<file path="src/rtl/cpu_run_ctrl.sv">
// Run/step sequencer between the start push-button and the CPU core:
// debounces start, sequences CPU reset/enable, tracks halt and a cycle watchdog.
module cpu_run_ctrl #(
  parameter int DEBOUNCE_CYCLES = 4,
  parameter int RESET_CYCLES    = 2,
  parameter int CNT_W           = 16,
  parameter int MAX_CYCLES      = 0
) (
  input  logic             clk,
  input  logic             rst_n,
  input  logic             start,
  input  logic             step_mode,
  input  logic             cpu_halt,
  output logic             cpu_rst,
  output logic             cpu_en,
  output logic             stopped,
  output logic             timeout,
  output logic [CNT_W-1:0] cycle_count
);

  localparam int DB_W = $clog2(DEBOUNCE_CYCLES + 1);
  localparam int RS_W = $clog2(RESET_CYCLES + 1);
  localparam logic [DB_W-1:0]  DB_LAST = DB_W'(DEBOUNCE_CYCLES - 1);
  localparam logic [RS_W-1:0]  RS_LAST = RS_W'(RESET_CYCLES - 1);
  localparam logic [CNT_W-1:0] MAX_C   = CNT_W'(MAX_CYCLES);
  localparam bit               WD_EN   = (MAX_CYCLES != 0);

  typedef enum logic [2:0] {
    ST_IDLE   = 3'd0,
    ST_BOOT   = 3'd1,
    ST_RUN    = 3'd2,
    ST_PAUSE  = 3'd3,
    ST_STEP   = 3'd4,
    ST_HALTED = 3'd5
  } state_t;

  state_t            state_q, state_d;
  logic              s1_q, s2_q;
  logic              start_db_q, start_db_d;
  logic [DB_W-1:0]   db_cnt_q, db_cnt_d;
  logic              press_q, press_d;
  logic [RS_W-1:0]   boot_cnt_q, boot_cnt_d;
  logic [CNT_W-1:0]  cnt_q, cnt_d, cnt_inc;
  logic              timeout_q, timeout_d;
  logic              cpu_rst_q, cpu_en_q, stopped_q;
  logic              wd_hit;

  // Debounce: start_db follows s2 only after DEBOUNCE_CYCLES consecutive disagreeing samples.
  always_comb begin
    start_db_d = start_db_q;
    db_cnt_d   = '0;
    if (s2_q != start_db_q) begin
      if (db_cnt_q == DB_LAST) begin
        start_db_d = s2_q;
      end else begin
        db_cnt_d = db_cnt_q + DB_W'(1);
      end
    end else begin
      db_cnt_d = '0;
    end
    press_d = start_db_d & ~start_db_q;
  end

  always_comb begin
    state_d    = state_q;
    boot_cnt_d = '0;
    cnt_d      = cnt_q;
    timeout_d  = timeout_q;
    cnt_inc    = (cnt_q == '1) ? cnt_q : cnt_q + CNT_W'(1);
    wd_hit     = WD_EN && (cnt_inc == MAX_C);
    case (state_q)
      ST_IDLE, ST_HALTED: begin
        if (press_q) begin
          state_d   = ST_BOOT;
          cnt_d     = '0;
          timeout_d = 1'b0;
        end else begin
          state_d = state_q;
        end
      end
      ST_BOOT: begin
        cnt_d     = '0;
        timeout_d = 1'b0;
        if (boot_cnt_q == RS_LAST) begin
          state_d = step_mode ? ST_PAUSE : ST_RUN;
        end else begin
          boot_cnt_d = boot_cnt_q + RS_W'(1);
        end
      end
      ST_RUN, ST_STEP: begin
        cnt_d = cnt_inc;
        // Halt outranks the watchdog, which outranks a press; STEP always falls back to PAUSE.
        if (cpu_halt) begin
          state_d = ST_HALTED;
        end else if (wd_hit) begin
          state_d   = ST_HALTED;
          timeout_d = 1'b1;
        end else if ((state_q == ST_STEP) || press_q) begin
          state_d = ST_PAUSE;
        end else begin
          state_d = ST_RUN;
        end
      end
      ST_PAUSE: begin
        if (press_q) begin
          state_d = step_mode ? ST_STEP : ST_RUN;
        end else begin
          state_d = ST_PAUSE;
        end
      end
      default: begin
        state_d = ST_IDLE;
      end
    endcase
  end

  // Synchronizer, debounce, FSM and registered Moore outputs.
  always_ff @(posedge clk) begin
    if (!rst_n) begin
      s1_q       <= 1'b0;
      s2_q       <= 1'b0;
      start_db_q <= 1'b0;
      db_cnt_q   <= '0;
      press_q    <= 1'b0;
      state_q    <= ST_IDLE;
      boot_cnt_q <= '0;
      cnt_q      <= '0;
      timeout_q  <= 1'b0;
      cpu_rst_q  <= 1'b1;
      cpu_en_q   <= 1'b0;
      stopped_q  <= 1'b1;
    end else begin
      s1_q       <= start;
      s2_q       <= s1_q;
      start_db_q <= start_db_d;
      db_cnt_q   <= db_cnt_d;
      press_q    <= press_d;
      state_q    <= state_d;
      boot_cnt_q <= boot_cnt_d;
      cnt_q      <= cnt_d;
      timeout_q  <= timeout_d;
      cpu_rst_q  <= (state_d == ST_IDLE) || (state_d == ST_BOOT);
      cpu_en_q   <= (state_d == ST_RUN) || (state_d == ST_STEP);
      stopped_q  <= (state_d == ST_IDLE) || (state_d == ST_HALTED);
    end
  end

  assign cpu_rst     = cpu_rst_q;
  assign cpu_en      = cpu_en_q;
  assign stopped     = stopped_q;
  assign timeout     = timeout_q;
  assign cycle_count = cnt_q;

endmodule
</file>
<file path="config.mk">
export PLATFORM = sky130hd
export DESIGN_NAME = cpu_run_ctrl
export DESIGN_NICKNAME = d
export VERILOG_FILES = /design/src/rtl/cpu_run_ctrl.sv
export SDC_FILE = /design/constraint.sdc
export NUM_CORES = 1
export LEC_CHECK = 0
export ABC_AREA = 1
export BUFFER_PORTS_ARGS = -buffer_cell sky130_fd_sc_hd__buf_2
export CAP_MARGIN = 40
export CORE_ASPECT_RATIO = 0.6
export CORE_MARGIN = 2
export CORE_UTILIZATION = 55
export DETAILED_ROUTE_END_ITERATION = 10
export GPL_ROUTABILITY_DRIVEN = 1
export PLACE_DENSITY_LB_ADDON = 0.08
export SKIP_CTS_REPAIR_TIMING = 1
export SLEW_MARGIN = 15
export SYNTH_ARGS = -nofsm -noshare
export SYNTH_HDL_FRONTEND = slang
export SYNTH_SLANG_ARGS = --single-unit
</file>
<file path="constraint.sdc">
create_clock -name clk -period 3.1 [get_ports clk]
set_clock_uncertainty 0.05 [all_clocks]
set_input_delay 0.465 -clock clk [delete_from_list [all_inputs] [get_ports clk]]
set_output_delay 0.465 -clock clk [all_outputs]
set_load 0.01 [all_outputs]
</file>
# After elaboration in Yosys (flattened, before gate mapping)
# Index checks and enable logic that the tools add are counted.
# word_totals
in_bits	5
out_inout_bits	20
register_bits	32
# classes
n_eq_ne	15
n_bitwise	5
muxes	15
add_sub_neg	3
reduce_logical	14
# op_table
cell	n
one-hot mux 16 bit (3 select lines)	1
2-to-1 mux 16 bit	2
adder 16 x 1 -> 16 bit, second input constant	1
equality test 16 bit, second input constant	1
2-to-1 mux 3 bit	5
equality test 3 x 2 -> 1 bit, second input constant	4
equality test 3 bit, second input constant	4
one-hot mux 3 bit (4 select lines)	1
equality test 3 x 1 -> 1 bit, second input constant	2
logical NOT 3 bit	2
OR reduction 3 bit	2
2-to-1 mux 1 bit	5
logical OR 1 bit	4
inequality test 2 bit, second input constant	2
inverter 1 bit	4
OR reduction 2 bit	2
adder 3 x 1 -> 3 bit, second input constant	1
AND reduction 3 bit	1
nonzero test 3 bit	1
adder 2 x 1 -> 2 bit, second input constant	1
equality test 2 x 1 -> 1 bit, second input constant	1
one-hot mux 1 bit (2 select lines)	1
AND reduction 2 bit	1
nonzero test 2 bit	1
other kinds (2)	2

# Depth between registers and ports, before layout
# logic_depth
depth_word	7
depth_mapped	11
depth_no_buf	11

# Least setup slack after synthesis
# OpenSTA, ideal clock, no wires.
# synth_timing
kind	reg-to-reg
from	register cnt_q[1], in the netlist cycle_count[1]
to	register cnt_q[12], in the netlist cycle_count[12]
setup_time_ns	0.070
path_slack_ns	1.542
path_buffers	1
required_ns	2.980
stages_incl_launch_ff	11
arrival_time_ns	1.438
path_cell_list	dfxtp_1 > ha_1 > inv_1 > nor2_4 > nand2_4 > clkinv_4 > nand3_4 > nand2_4 > buf_12 > nand2_2 > a21oi_2
# synth_between
elab_chain_len	3
word_cells_on_any_way	6
classes_between	add/sub (1); eq/ne (2); mux (2); reduce/logical (1)
# synth_lines
item	line_no	rtl
start, declared	43	logic [CNT_W-1:0] cnt_q, cnt_d, cnt_inc;
start signal, assigned	140	cnt_q <= cnt_d;
adder 16 x 1 -> 16 bit or equality test 16 bit (tied branches)	69	cnt_inc = (cnt_q == '1) ? cnt_q : cnt_q + CNT_W'(1);
2-to-1 mux 16 bit or inequality test 2 bit (tied branches)	-	
one-hot mux 16 bit (3 select lines) or AND reduction 3 bit (tied branches)	-	
# Parallel ways exist; a longest one is shown, timed or not. The select of a mux whose other input is x is not followed.
# A chain may end at the register's enable or synchronous reset.

# Final worst setup path
# layout_timing
from	register cnt_q[0], in the netlist cycle_count[0]
to	register cnt_q[15], in the netlist cycle_count[15]
# Same word-level chain as after synthesis.

==> reports/results.tsv <==
metric	value	unit
crit_family	simple AND/OR/NAND/NOR gates	
antenna_found_initial	0	
power_density	458	nW/µm²
clock_latency	0.28	ns
cp_common_cell	nor2_1	
synth-edff-count	0	
grt_overflow_total	0	
num_rows	15	
path_class	reg2reg	
chipWidth	77.7	µm
crit_cells	10	
syn_area_per_cell	7.03	µm²
drive_gt1_frac	0.231	
synth_top_family_by_area	simple AND/OR/NAND/NOR gates	
swShare	0.250	
fin_crit_sh	0.567	
layout_common_cells	47 x nand2_1, 43 x nor2_1, 35 x inv_1, 31 x dfxtp_1, 23 x buf_2	
start_util	0.600	
setup_violations	0	
via_count	1598	
syn_nets	264	
die_area	3750	µm²
r2r_start	cycle_count[0]	
synth_area	1790	µm²
combPwrFrac	0.102	
holdPathStages	3	
rrSetupSlack	1.34	ns
worst-path-buf-inv	2	
synth-compound-area-share	0.112	
cts.reportedPaths.clkPinSlew	0.07	ns
yosys.area_share.adder	0.0279	
start_kind	flop	
clockBufferDepth	2	
max-vdd-ir-drop	357	µV
grt_max_degree	21	
hold_path_class	in2reg	
netlist_instances	255	
timing.rr.end	cycle_count[15]	
slowest_stage	dfxtp_1	
cts-buffers-inserted	5	
worst_r2r_path_depth	10	
ys_ff_latch	31	
cp.required	3.19	ns
hold_viol	0	
synth_top_area_share	0.346	
maxSlewHeadroom	0.456	
maxSlewViolCount	0	
nNetsFinal	289	
vias_per_cell	4.95	
io_buffers	23	
ys_seq_area_frac	0.346	
synth-warning-count	0	
maxCapViolations	0	
wl_per_cell	11.6	µm
end_kind	flop	
dp_hpwl	2.77	mm
power.leakage	0.877	nW
grt_pass1_wl	6.22	mm
cts_tree	yes	
ys_types	33	
yosys.area.top_type	dfxtp_1	
endpoint	cycle_count[15]	
clockPowerShare	0.448	
post-route-util	0.680	
critPathLaunch	cycle_count[0]	
final.fill_count	242	
fin_setup_tns	0	ns
fmax	0.569	GHz
slowest_delay	0.40	ns
drcViolationCount	0	
drt_wl_total	3.76	mm
drt_first_pass_iters	5	
area_growth	13.3	%
crit_chain	ha_1 -> inv_1 -> nor2_4 -> nand2_4 -> clkinv_4 -> nand3_4 -> nand2_4 -> nor2_1 -> nor2_1 -> nor2_1	
cell_internal_pwr	696	µW
htree_levels	2	
postPlaceCellArea	1910	µm²
drt-initial-drc-count	107	
synth_mux_area_frac	0	
layout_commonest_cell	nand2_1	
num_antenna_cells	0	
core	2980	µm²
p_sw	233	µW
critPathArrivalTime	1.85	ns
cp_max_fo	14	
synth.area.top_cells	dfxtp_1 35%, nand2_1 9.8%, nor2_1 9.0%, inv_1 7.3%, nand3_1 6.1%	
clock-sinks	31	
num_io_pins	25	
first_global_vias	1333	
stdcell_area	2030	µm²
ant_nets	0	
routabilityCongestion	0.949	
synthFlopType	dfxtp_1	
rsz0062_at_grt	no	
synth_xor_area_frac	0.0147	
clock-root-buffer	clkbuf_8	
seqPwrFrac	0.450	
track_usage	0.222	
tightest_slew	0.815	ns
async_flop_share	0	
fin_crit	1.76	ns
die_y	48.2	µm
status	complete, no violations	
synth_simple_gate_area_share	0.390	
## routing by layer
metal / global-route usage / part of all wire / vias to the layer above
li1: - / - / 856
met1: 0.323 / 0.55 / 697
met2: 0.310 / 0.38 / 41
met3: 0.0611 / 0.059 / 4
met4: 0.0929 / 0.0091 / 0
met5: 0 / 0 / -
## Yosys cell counts, types with 2 or more instances
cell type and count:
nand4_1 3, nand2_2 11, nor3_1 5, dfxtp_1 31, ha_1 4, a21oi_1 7, a21oi_2 9, xor2_1 3
nor2_1 43, nor2_2 2, nand2_1 47, inv_1 35, nand2_4 2, nand3_1 22, nor2_4 3, nand3_4 2
o21ai_0 10
## state kept, by name (all words and copies together), names as in the netlist, 2 cells and up
name,count
state_q,3
db_cnt_q,3
boot_cnt_q,2
cycle_count,16
## kinds of logic after synthesis
family          after synthesis
flops                        31
compound gates               31
other cells                   1
xor+xnor                      3
fa+ha+maj                     4
buf+inv                      42
simple gates                143
## worst register-to-register path: stages (launching register included)
cell and delay [ns]:
dfxtp_1 0.40, ha_1 0.22, inv_1 0.11, nor2_4 0.21, nand2_4 0.09, clkinv_4 0.06, nand3_4 0.07, nand2_4 0.19
nor2_1 0.08, nor2_1 0.09, nor2_1 0.04
## how the worst min path moves through the flow
stage                       to  slack, ns   from
final                     s1_q       0.32  start
after global routing      s1_q       0.31  start
after CTS                 s1_q       0.31  start
after detailed placement  s2_q       0.36   s1_q
after global placement    s2_q       0.35   s1_q
after floorplan           s2_q       0.34   s1_q
## power groups by stage
stage	sequential (mW)	combinational (mW)	clock, mW
4_1_cts	0.418	0.0943	0.423
3_3_place_gp	0.427	0.0937	0
5_1_grt	0.419	0.104	0.437
6_report	0.418	0.0945	0.416
2_1_floorplan	0.428	0.0784	0
3_5_place_dp	0.427	0.0938	0
## per-stage QoR
stage	setup slack (ns)	instances	hold WS, ns	power [mW]
global placement	1.38	315	0.350	0.520
floorplan	1.54	255	0.340	0.506
CTS	1.35	323	0.307	0.934
finish	1.34	323	0.316	0.929
global route	1.17	323	0.308	0.960
detailed placement	1.38	315	0.356	0.521
## area by class of cell
type,instances,area (µm²),area share
multi-input combinational,182,980,0.483
clock inverter,2,35.0,0.0173
tap,42,52.6,0.0259
sequential,31,621,0.306
inverter,37,144,0.0709
clock buffer,6,82.6,0.0407
timing repair buffer,23,115,0.0567
(Power assumes the default switching activity.)
